`config.mk`:
```
export PLATFORM = sky130hd
export DESIGN_NAME = gx_wpar_slave
export DESIGN_NICKNAME = d
export VERILOG_FILES = /design/src/rtl/gx_wpar_slave.sv
export SDC_FILE = /design/constraint.sdc
export NUM_CORES = 1
export LEC_CHECK = 0
export ABC_AREA = 0
export BUFFER_PORTS_ARGS = -buffer_cell sky130_fd_sc_hd__buf_2
export CAP_MARGIN = 20
export CORE_MARGIN = 1
export CORE_UTILIZATION = 35
export DETAILED_ROUTE_END_ITERATION = 6
export SLEW_MARGIN = 40
export SYNTH_ARGS = -nofsm -noshare
export SYNTH_HDL_FRONTEND = slang
export SYNTH_SLANG_ARGS = --single-unit
```
`constraint.sdc`:
```
create_clock -name clk -period 12.75 [get_ports clk]
set_input_delay 2.55 -clock clk [delete_from_list [all_inputs] [get_ports clk]]
set_output_delay 2.55 -clock clk [all_outputs]
set_load 0.005 [all_outputs]
```
`src/rtl/gx_wpar_slave.sv`:
```
// AXI4 write responder for the GX write-gather path.
// Accepts INCR bursts of 16-byte beats and pushes each good beat into a small FIFO as
// {beat address, data}. Malformed bursts are drained without storing data and answered
// with SLVERR. One burst is in flight at a time; the B response does not wait for the FIFO
// to drain.
module gx_wpar_slave #(
  parameter int unsigned ADDR_W     = 49,
  parameter int unsigned FIFO_DEPTH = 4,
  parameter int unsigned MAX_BEATS  = 2
) (
  input  logic              clk,
  input  logic              reset,
  // AW channel
  input  logic [ADDR_W-1:0] awaddr_a,
  input  logic [7:0]        awlen_a,
  input  logic [2:0]        awsize_a,
  input  logic [1:0]        awburst_a,
  input  logic              awvalid_a,
  output logic              awready_a,
  // W channel
  input  logic [127:0]      wdata_a,
  input  logic [15:0]       wstrb_a,
  input  logic              wlast_a,
  input  logic              wvalid_a,
  output logic              wready_a,
  // B channel
  output logic [1:0]        bresp_a,
  output logic              bvalid_a,
  input  logic              bready_a,
  // Downstream stream
  output logic              out_valid,
  input  logic              out_ready,
  output logic [127:0]      out_data,
  output logic [ADDR_W-1:0] out_addr,
  output logic [7:0]        err_count
);

  localparam int unsigned PtrW   = $clog2(FIFO_DEPTH);
  localparam int unsigned EntryW = ADDR_W + 128;

  typedef enum logic [1:0] {StIdle, StData, StResp} state_e;

  state_e            state_q, state_d;
  logic [ADDR_W-1:0] addr_q, addr_d;
  logic [8:0]        len_q, len_d;     // beats in burst, 1..256
  logic [7:0]        beat_q, beat_d;   // beats handshaken so far, saturating
  logic              bad_q, bad_d;
  logic [7:0]        err_q, err_d;

  // FIFO state
  logic [EntryW-1:0] mem_q [FIFO_DEPTH];
  logic [PtrW-1:0]   wr_ptr_q, rd_ptr_q;
  logic [PtrW:0]     count_q;
  logic              fifo_full;
  logic              push;
  logic              pop;
  logic [EntryW-1:0] push_entry;

  logic              w_hs;
  logic              in_range;
  logic              at_last;
  logic              beat_ok;

  assign fifo_full = (count_q == (PtrW + 1)'(FIFO_DEPTH));
  assign out_valid = (count_q != '0);
  assign pop       = out_valid & out_ready;
  assign {out_addr, out_data} = mem_q[rd_ptr_q];
  assign err_count = err_q;

  // Beat address wraps silently at 2^ADDR_W.
  assign push_entry = {addr_q + ADDR_W'({beat_q, 4'b0000}), wdata_a};

  // Per-beat legality: in range, full strobes and wlast exactly on the final beat.
  assign in_range = ({1'b0, beat_q} < len_q);
  assign at_last  = ({1'b0, beat_q} == (len_q - 9'd1));
  assign beat_ok  = ~bad_q & in_range & (wstrb_a == 16'hFFFF) & (wlast_a == at_last);

  // Next-state and channel handshake outputs.
  always_comb begin
    state_d   = state_q;
    addr_d    = addr_q;
    len_d     = len_q;
    beat_d    = beat_q;
    bad_d     = bad_q;
    err_d     = err_q;
    awready_a = 1'b0;
    wready_a  = 1'b0;
    bvalid_a  = 1'b0;
    bresp_a   = 2'b00;
    push      = 1'b0;
    w_hs      = 1'b0;

    unique case (state_q)
      StIdle: begin
        awready_a = 1'b1;
        if (awvalid_a) begin
          addr_d  = awaddr_a;
          len_d   = {1'b0, awlen_a} + 9'd1;
          beat_d  = 8'd0;
          bad_d   = (32'(awlen_a) >= MAX_BEATS) | (awsize_a != 3'd4) | (awburst_a != 2'd1);
          state_d = StData;
        end
      end
      StData: begin
        // Bad bursts are drained regardless of FIFO space; good ones see backpressure.
        wready_a = bad_q | ~fifo_full;
        w_hs     = wvalid_a & wready_a;
        if (w_hs) begin
          push = beat_ok;
          if (!beat_ok) bad_d = 1'b1;
          if (beat_q != 8'hFF) beat_d = beat_q + 8'd1;
          if (wlast_a) state_d = StResp;
        end
      end
      StResp: begin
        bvalid_a = 1'b1;
        bresp_a  = bad_q ? 2'b10 : 2'b00;
        if (bready_a) begin
          state_d = StIdle;
          if (bad_q && err_q != 8'hFF) err_d = err_q + 8'd1;
        end
      end
      default: state_d = StIdle;
    endcase
  end

  // Control state registers.
  always_ff @(posedge clk) begin
    if (reset) begin
      state_q <= StIdle;
      addr_q  <= '0;
      len_q   <= '0;
      beat_q  <= '0;
      bad_q   <= 1'b0;
      err_q   <= '0;
    end else begin
      state_q <= state_d;
      addr_q  <= addr_d;
      len_q   <= len_d;
      beat_q  <= beat_d;
      bad_q   <= bad_d;
      err_q   <= err_d;
    end
  end

  // FIFO pointers and fill count.
  always_ff @(posedge clk) begin
    if (reset) begin
      wr_ptr_q <= '0;
      rd_ptr_q <= '0;
      count_q  <= '0;
    end else begin
      if (push) wr_ptr_q <= wr_ptr_q + PtrW'(1);
      if (pop)  rd_ptr_q <= rd_ptr_q + PtrW'(1);
      unique case ({push, pop})
        2'b10:   count_q <= count_q + (PtrW + 1)'(1);
        2'b01:   count_q <= count_q - (PtrW + 1)'(1);
        default: count_q <= count_q;
      endcase
    end
  end

  // FIFO storage; contents are don't-care while empty so no reset is needed.
  always_ff @(posedge clk) begin
    if (push) mem_q[wr_ptr_q] <= push_entry;
  end

endmodule
```
Word level (Yosys, flattened, before mapping)
Memory sizes are Yosys's and may differ from the RTL's. A register that Yosys moved wholly into a read port is not among the register bits.
Cells that the tools add are included.
Widths: inputs -> output; s select.
Storage, ports and cells
  register bits after elaboration: 84
  bits in writable memories: 708
  input bits: 213
  logic and storage cells: 84
  memories kept: 1
Memory list
  mem_q: depth 4, bits a word 177, read ports 1, clocked after memory_dff 1, wr ports 1, RTL line 51  | logic [EntryW-1:0] mem_q [FIFO_DEPTH];
Cells by class
  $add $sub $neg: 9
  magnitude comparators: 2
  equality and inequality tests: 18
  muxes and demuxes: 25
  bitwise operators: 10
  reduce and logical (&&, ||, !) cells: 10
Operators by type and width (count)
  $add 49x12->49: 1
  $mux 8: 3
  $add 8x1->8 const B: 2
  $eq 16x16->1 const B: 1
  $mux 2: 8
  $ne 8x8->1 const B: 2
  $pmux 8 s2: 1
  $ne 2x2->1 const B: 6
  $reduce_and 4->1: 3
  $mux 1: 10
  $add 8x1->9 const B: 1
  $eq 8x9->1: 1
  $lt 8x9->1: 1
  $sub 9x1->9 const B: 1
  $ge 8x2->1 const B: 1
  $pmux 2 s3: 1
  $pmux 3 s2: 1
  $and 1x1->1: 5
  $add 2x1->2 const B: 2
  $eq 2x1->1 const B: 2
  $eq 2x2->1 const B: 2
  $reduce_bool 2->1: 2
  $add 3x1->3 const B: 1
  $eq 3x3->1 const B: 1
  other kinds (12): 15

Logic depth before layout (Yosys ltp)
Gate-level depths: netlist of run 1.
  word-level depth: 8
  gate-level depth with buffers: 15

Worst setup path after synthesis of run 1
Ideal clock, no wire load.
  path kind: input -> register
  start point: in wstrb_a[13]
  end point: mem mem_q[0][0] in the netlist's numbering (enable)
  library setup time: 559 ps
  arrival time: 7550 ps
  setup slack: 4641 ps
  cell stages on the path: 6
  buffers on the path: 0
  cells stage by stage: nand4_1 -> nor3_1 -> nand3_1 -> or3_1 -> nor3_2 -> and2_1
Between the ends
  cells in the longest elaborated chain, start to end: 7
Ends and longest elaborated chain
  start: declaration: RTL line 22  | input logic [15:0] wstrb_a,
  $eq 16x16->1: RTL line 76  | assign beat_ok = ~bad_q & in_range & (wstrb_a == 16'hFFFF) & (wlast_a == at_last);
  $and 1x1->1 (2 in a row): RTL line 76
  $mux 1: RTL line 108  | if (w_hs) begin
  $mux 1: RTL line 93  | unique case (state_q)
  $mux 1: RTL line 165  | if (push) mem_q[wr_ptr_q] <= push_entry;
  $mux 1 (implied by the code): RTL line 165
  end: declaration: RTL line 51
Every way passes these cells.

==> impl_metrics.json, run 1 <==
{
  "hold_viol_final": 0,
  "path_buf_inv": 3,
  "r2r_slack_ns": 8.13,
  "max_slew_margin_pct": 44.26,
  "cap_violations": 0,
  "detail-route-antenna-nets": 0,
  "synth.avg_cell_area_um2": 19.34,
  "numCtsBuffers": 85,
  "cts_tree": "done",
  "fillers": 7577,
  "synth_cells": 1576,
  "syn_nets": 1817,
  "h-tree-depth": 3,
  "viasPerCell": 5.028,
  "crit_chain": "buf_12 > buf_16 > mux4_2 > buf_2",
  "timing.fmax_ghz": 0.1769,
  "synthesis.area_mm2": 0.03047,
  "critPathCaptureType": "primary output",
  "max_stage_delay_ns": 0.80,
  "via_count": 16270,
  "dr.first_iter.drc_count": 1024,
  "multi_input_area_mm2": 0.007153,
  "post-route-period-util_pct": 44.34,
  "cp_data_arrival_time_ns": 3.10,
  "layout.cells.non_filler": 3236,
  "place_area_mm2": 0.03392,
  "wl_per_cell_um": 21.53,
  "regArea_mm2": 0.02299,
  "placed_cells": 3073,
  "track_usage_pct": 15.72,
  "clock_path_buffers": 3,
  "critical_path_cell_count": 4,
  "nets": 2257,
  "crit_family": "buffers and inverters",
  "yosysSeqAreaShare_pct": 75.42,
  "clk_pin_slew_worst_paths_ns": 0.06,
  "setup_viol": 0,
  "portBuffers": 402,
  "ir_drop_mv": 0.08937,
  "cts_resized": 0,
  "grt_pass1_vias": 16980,
  "slew_viol_final": 0,
  "grt_pass1_wl_mm": 105.5,
  "drc_errors": 0,
  "synth_warnings": 0,
  "gp_congestion": 0.7989,
  "async_reset_ff_share_pct": 0,
  "synth_ff_type": "edfxtp_1",
  "hp-class": "register to register",
  "critPathKind": "register to primary output",
  "area_growth_pct": 20.85,
  "routed_wl_mm": 69.68,
  "clock-sinks": 794,
  "finalSetupTns_ns": 0,
  "crit_fanout": 51,
  "crit_slowest_cell": "dfxtp_4",
  "start_util_pct": 35.57,
  "p_leak_nw": 12.24,
  "postCtsSetupBuffers": 0,
  "netlist.area_leader.share_pct": 69.77,
  "skew_ns": 0.02320,
  "die_area_mm2": 0.08825,
  "hpwl_mm": 45.44,
  "critPathLaunchType": "register",
  "core-area_mm2": 0.08568,
  "cts_hold_buf": 0,
  "crit_end": "out_addr[45]",
  "grt_overflow": 0,
  "clock_latency_ns": 0.62,
  "die_h_um": 297.1,
  "antenna_found_initial": 11,
  "layout-drive-gt1-share_pct": 35.95,
  "design_area_mm2": 0.03683,
  "core.rowCount": 107,
  "synth_area_leaders": "edfxtp_1 70%, mux4_2 13%, dfxtp_1 5.6%, nand2_1 1.5%, a21oi_1 1.1%",
  "pin_count": 404,
  "cts.root.buffer_cell": "clkbuf_16",
  "die_w_um": 297.1,
  "synth_edf_count": 708,
  "ys_ff_latch": 794,
  "rsz0062_at_grt": "false",
  "p_per_area_mw_per_mm2": 149.7,
  "r2r_end": "mem_q[1][6]$_DFFE_PP_",
  "r2r_cells": 11,
  "fin_crit_ns": 5.653,
  "reg2reg_from": "len_q[1]$_SDFFE_PP0P_",
  "synth_top_area_cell": "edfxtp_1",
  "drt_first_pass_iters": 5,
  "grt_max_degree": 81,
  "tightest_slew_ns": 0.8362,
  "cp.required_ns": 10.20,
  "synth_cell_type_count": 61,
  "run_status": "finished, final reports clean"
}
[flip-flops by register name (all words and copies together), names as in the netlist, named ones only]
signal and count:
mem_q 708, addr_q 49, len_q 9, beat_q 8
err_count 8, count_q 3, rd_ptr_q 2, state_q 2
wr_ptr_q 2, bad_q 1
[layout by cell type, fill, tap and decap left out, types with 11 or more instances in the layout]
master	n
xnor2_1	32
bufinv_16	12
clkinv_1	17
inv_1	27
edfxtp_1	708
xor2_1	38
a21oi_1	69
and3_1	11
nor3_1	15
buf_2	402
nand3_1	22
nand2_1	117
dfxtp_1	84
clkinv_2	17
ha_1	26
nand4_1	14
nor2_1	47
clkbuf_16	86
mux4_2	177
[report_power, final]
group          switching (mW)  leakage (nW)  internal [mW]
Sequential             0.0176          7.04           2.84
Combinational          0.0850          3.79         0.0529
Clock                    1.01          1.42           1.51
Total                    1.11          12.2           4.40
[cell type report]
type	count	area share, %
Antenna cell	6	0.04077
Clock buffer	101	6.061
Clock inverter	56	1.753
Inverter	27	0.2752
Multi-Input combinational cell	686	19.42
Sequential cell	794	62.43
Tap cell	1144	3.887
Timing Repair Buffer	422	6.129
[stage by stage]
stage               total power [mW]  setup slack (ns)  util (%)  hold slack [ns]
floorplan                      2.975             4.641         -           0.4406
global placement               3.047             6.380     39.46           0.4604
detailed placement             3.055             6.362     39.59           0.4680
CTS                            5.580             6.899     42.95           0.4775
global route                   5.692             6.790     42.96           0.4997
finish                         5.511             7.097     42.98           0.4718
[cells by family after synthesis]
group                    after synthesis  synth area share (%)
flip-flops                           794                 75.42
AND/OR/NAND/NOR                      289                 4.673
AO/OA/AOI/OAI                        120                 2.361
adder cells (fa/ha/maj)               28                 1.199
other                                  1               0.01231
multiplexers                         178                 13.11
XOR/XNOR                              70                 2.012
buffers and inverters                 96                 1.211
[Yosys cell counts, types with 2 or more instances]
master    number
edfxtp_1     708
mux4_2       177
nand2_1      118
dfxtp_1       86
a21oi_1       70
nor2_1        47
xor2_1        38
clkbuf_1      36
xnor2_1       32
buf_1         28
inv_1         27
ha_1          26
nand3_1       22
nor3_1        15
nand4_1       14
and3_1        11
o21ai_0       10
or3_1         10
a211oi_1       9
and2_1         9
nand2b_1       8
o21a_1         6
nor2b_1        5
nor4_1         5
nor4b_1        5
a31oi_1        4
buf_2          4
o211ai_1       4
nor3b_1        3
o31ai_1        3
or4_1          3
and4_1         2
fa_1           2
nand3_2        2
[worst register-to-register path, cell delays in order, from the launching register on]
cell     delay (ns)
dfxtp_1        0.46
inv_1          0.10
ha_1           0.29
nor2b_1        0.13
o21a_1         0.16
o21ai_0        0.24
a21oi_1        0.17
or3_1          0.45
nor3_2         0.33
and2_4         0.60
buf_6          0.55
buf_4          0.74
[worst min-delay path by stage]
| stage | cells past startpoint | from | to | slack [ns] |
|---|---|---|---|---|
| finish | 2 | addr_q[4]$_SDFFE_PP0P_ | addr_q[4]$_SDFFE_PP0P_ | 0.47 |
| global route | 2 | addr_q[4]$_SDFFE_PP0P_ | addr_q[4]$_SDFFE_PP0P_ | 0.50 |
| CTS | 2 | addr_q[4]$_SDFFE_PP0P_ | addr_q[4]$_SDFFE_PP0P_ | 0.48 |
| detailed placement | 2 | addr_q[10]$_SDFFE_PP0P_ | addr_q[10]$_SDFFE_PP0P_ | 0.47 |
| global placement | 2 | addr_q[4]$_SDFFE_PP0P_ | addr_q[4]$_SDFFE_PP0P_ | 0.46 |
| floorplan | 2 | addr_q[10]$_SDFFE_PP0P_ | addr_q[10]$_SDFFE_PP0P_ | 0.44 |
[per-layer routing]
metal  vias up  track usage [%]  routed length (um)
li1       7208                -                   -
met1      8413            21.44               30170
met2       528            24.85               33090
met3       109            4.346                5002
met4        14            4.013                1329
met5         -                0                  90
(Power assumes the default switching activity.)
==> run 2: changes to the inputs <==
- clock period: 12.75 -> 5.4 ns (I/O delays scaled with it)
==> run 2 against run 1 <==
Compared with the run above:
- die area unchanged
- first-iteration DRC count is 5.3% lower
- sequential power up 140%
- clock power grew 130%
- largest power group unchanged
- largest cell class unchanged
- flip-flop and latch count unchanged
- design area up 0.68%
- routed wire length decreased by 0.19%
- clock skew fell by 0.0010 ns
- worst setup slack worse by 5.5 ns
==> impl_metrics.json, run 2 (same netlist as run 1, synthesis figures left out) <==
{
  "viasPerCell": 4.944,
  "critPathCaptureType": "register",
  "via_count": 16110,
  "slew_viol_final": 0,
  "pwr-share-clk_pct": 44.7,
  "portBuffers": 402,
  "nets": 2282,
  "hold_slack_ns": 0.4668,
  "hold_viol_final": 0,
  "layout-drive-gt1-share_pct": 36.49,
  "pin_count": 404,
  "reg2reg_from": "len_q[1]$_SDFFE_PP0P_",
  "drc_errors": 0,
  "max_slew_margin_pct": 48.93,
  "hpwl_mm": 46.73,
  "grt_overflow": 0,
  "post-route-period-util_pct": 70.81,
  "hold_path.startpoint": "addr_q[4]$_SDFFE_PP0P_",
  "p_leak_nw": 12.32,
  "p_sw_share_pct": 20.38,
  "critPathLaunchType": "register",
  "largest_register": "mem_q",
  "core-area_mm2": 0.08568,
  "die_w_um": 297.1,
  "p_comb_share_pct": 2.6,
  "p_per_area_mw_per_mm2": 345.4,
  "top_regs": "mem_q x708, addr_q x49, len_q x9",
  "dr.first_iter.drc_count": 970,
  "rsz0062_at_grt": "false",
  "antenna_found_initial": 5,
  "cp_data_arrival_time_ns": 4.10,
  "finalSetupTns_ns": 0,
  "start_util_pct": 35.57,
  "die_area_mm2": 0.08825,
  "final_common_cell": "edfxtp_1",
  "ir_drop_mv": 0.2050,
  "setup_viol": 0,
  "postCtsSetupBuffers": 0,
  "track_usage_pct": 15.72,
  "detail-route-antenna-nets": 0,
  "core.rowCount": 107,
  "cts_tree": "done",
  "wl_per_cell_um": 21.35,
  "p_sw_mw": 2.609,
  "tightest_slew_ns": 0.7661,
  "crit_fanout": 49,
  "cts_hold_buf": 0,
  "r2r_end": "mem_q[2][62]$_DFFE_PP_",
  "whs_endpoint": "addr_q[4]$_SDFFE_PP0P_",
  "routed_wl_mm": 69.55,
  "cap_violations": 0,
  "hp-class": "register to register",
  "numCtsBuffers": 84,
  "grt_pass1_vias": 16900,
  "run_status": "finished, final reports clean",
  "clock-sinks": 794,
  "fin_crit_ns": 3.824,
  "die_h_um": 297.1,
  "cts_resized": 0,
  "most-common-layout-cells": "708 x edfxtp_1, 402 x buf_2, 177 x mux4_2",
  "use_met1_pct": 21.10,
  "skew_ns": 0.02218,
  "met2_usage_pct": 25.87,
  "h-tree-depth": 3,
  "r2r_slack_ns": 1.58,
  "grt.met3_usage_pct": 3.323,
  "drt_first_pass_iters": 5,
  "largest_reg_flops": 708,
  "p_seq_share_pct": 52.8,
  "grt_pass1_wl_mm": 105.7,
  "gp_congestion": 0.8434,
  "cp.required_ns": 5.68,
  "clk_pin_slew_worst_paths_ns": 0.06,
  "r2r_cells": 10,
  "clock_latency_ns": 0.63,
  "hold_depth": 2,
  "area_growth_pct": 21.66,
  "place_ws_ns": 1.508,
  "timing.fmax_ghz": 0.2615,
  "cts.root.buffer_cell": "clkbuf_16",
  "layout_setup_ws_ns": 1.576,
  "clock_path_buffers": 3,
  "grt_max_degree": 65,
  "internal-power_mw": 10.20,
  "busiest_layer": "met2",
  "critPathKind": "register to register"
}
## run 2: cell count changes in the layout (fill, tap and decap cells not counted), moves of 3 or more
cell,before,now
buf_12,3,21
buf_4,6,25
buf_6,10,0
bufinv_16,12,9
clkbuf_1,10,16
clkinv_1,17,14
clkinv_2,17,13
clkinv_8,1,4
inv_16,4,1
## run 2: metrics by stage
stage	power (mW)	area, um2	cells	utilization (%)
after floorplan	7.025	30480	1576	-
after global placement	7.200	34200	3095	39.91
after detailed placement	7.215	34270	3098	40.00
after CTS	12.96	37040	3253	43.23
after global routing	13.22	37060	3254	43.26
final	12.81	37070	3258	43.27
## run 2: area by class of cell
class	count	area, um2
well taps	1144	1431
clock inverters	51	575.6
flip-flops and latches	794	22990
fillers	7514	48610
inverters	27	101.3
repair buffers	448	2620
clock buffers	104	2200
diodes	4	10.01
multi-input cells	686	7147
## run 2: worst max path at each step
stage | startpoint | end | slack, ns | depth (start not counted)
detailed placement | wstrb_a[12] | mem_q[2][26]$_DFFE_PP_ | 1.51 | 8
finish | len_q[1]$_SDFFE_PP0P_ | mem_q[2][62]$_DFFE_PP_ | 1.58 | 10
global placement | wstrb_a[12] | mem_q[1][155]$_DFFE_PP_ | 1.54 | 8
global route | len_q[0]$_SDFFE_PP0P_ | mem_q[2][62]$_DFFE_PP_ | 1.31 | 10
floorplan | wstrb_a[13] | mem_q[0][0]$_DFFE_PP_ | 0.74 | 6
CTS | register | out_data[94] | 1.38 | 3
## run 2: metal layers
metal	up-vias	share of wire, %	routed length [um]
li1	7255	-	-
met1	8205	43	29980
met2	532	49	33750
met3	111	6.3	4373
met4	6	2.0	1399
met5	-	0.049	34
## run 2: worst max-delay path, cell delays in order (launching register included)
cell and delay (ns):
dfxtp_1 0.43, inv_1 0.10, ha_1 0.29, nor2b_1 0.12, o21a_1 0.15, o21ai_0 0.28
a21oi_1 0.18, or3_1 0.45, nor3_2 0.31, and2_4 0.72, buf_12 0.37
## run 2: power by group through the flow
stage                     registers (mW)  clock network, mW  logic, mW
after floorplan                     6.87                  0      0.153
after global placement              6.88                  0      0.317
after detailed placement            6.88                  0      0.331
after CTS                           6.75               5.87      0.333
after global routing                6.76               6.10      0.368
final                               6.76               5.72      0.330
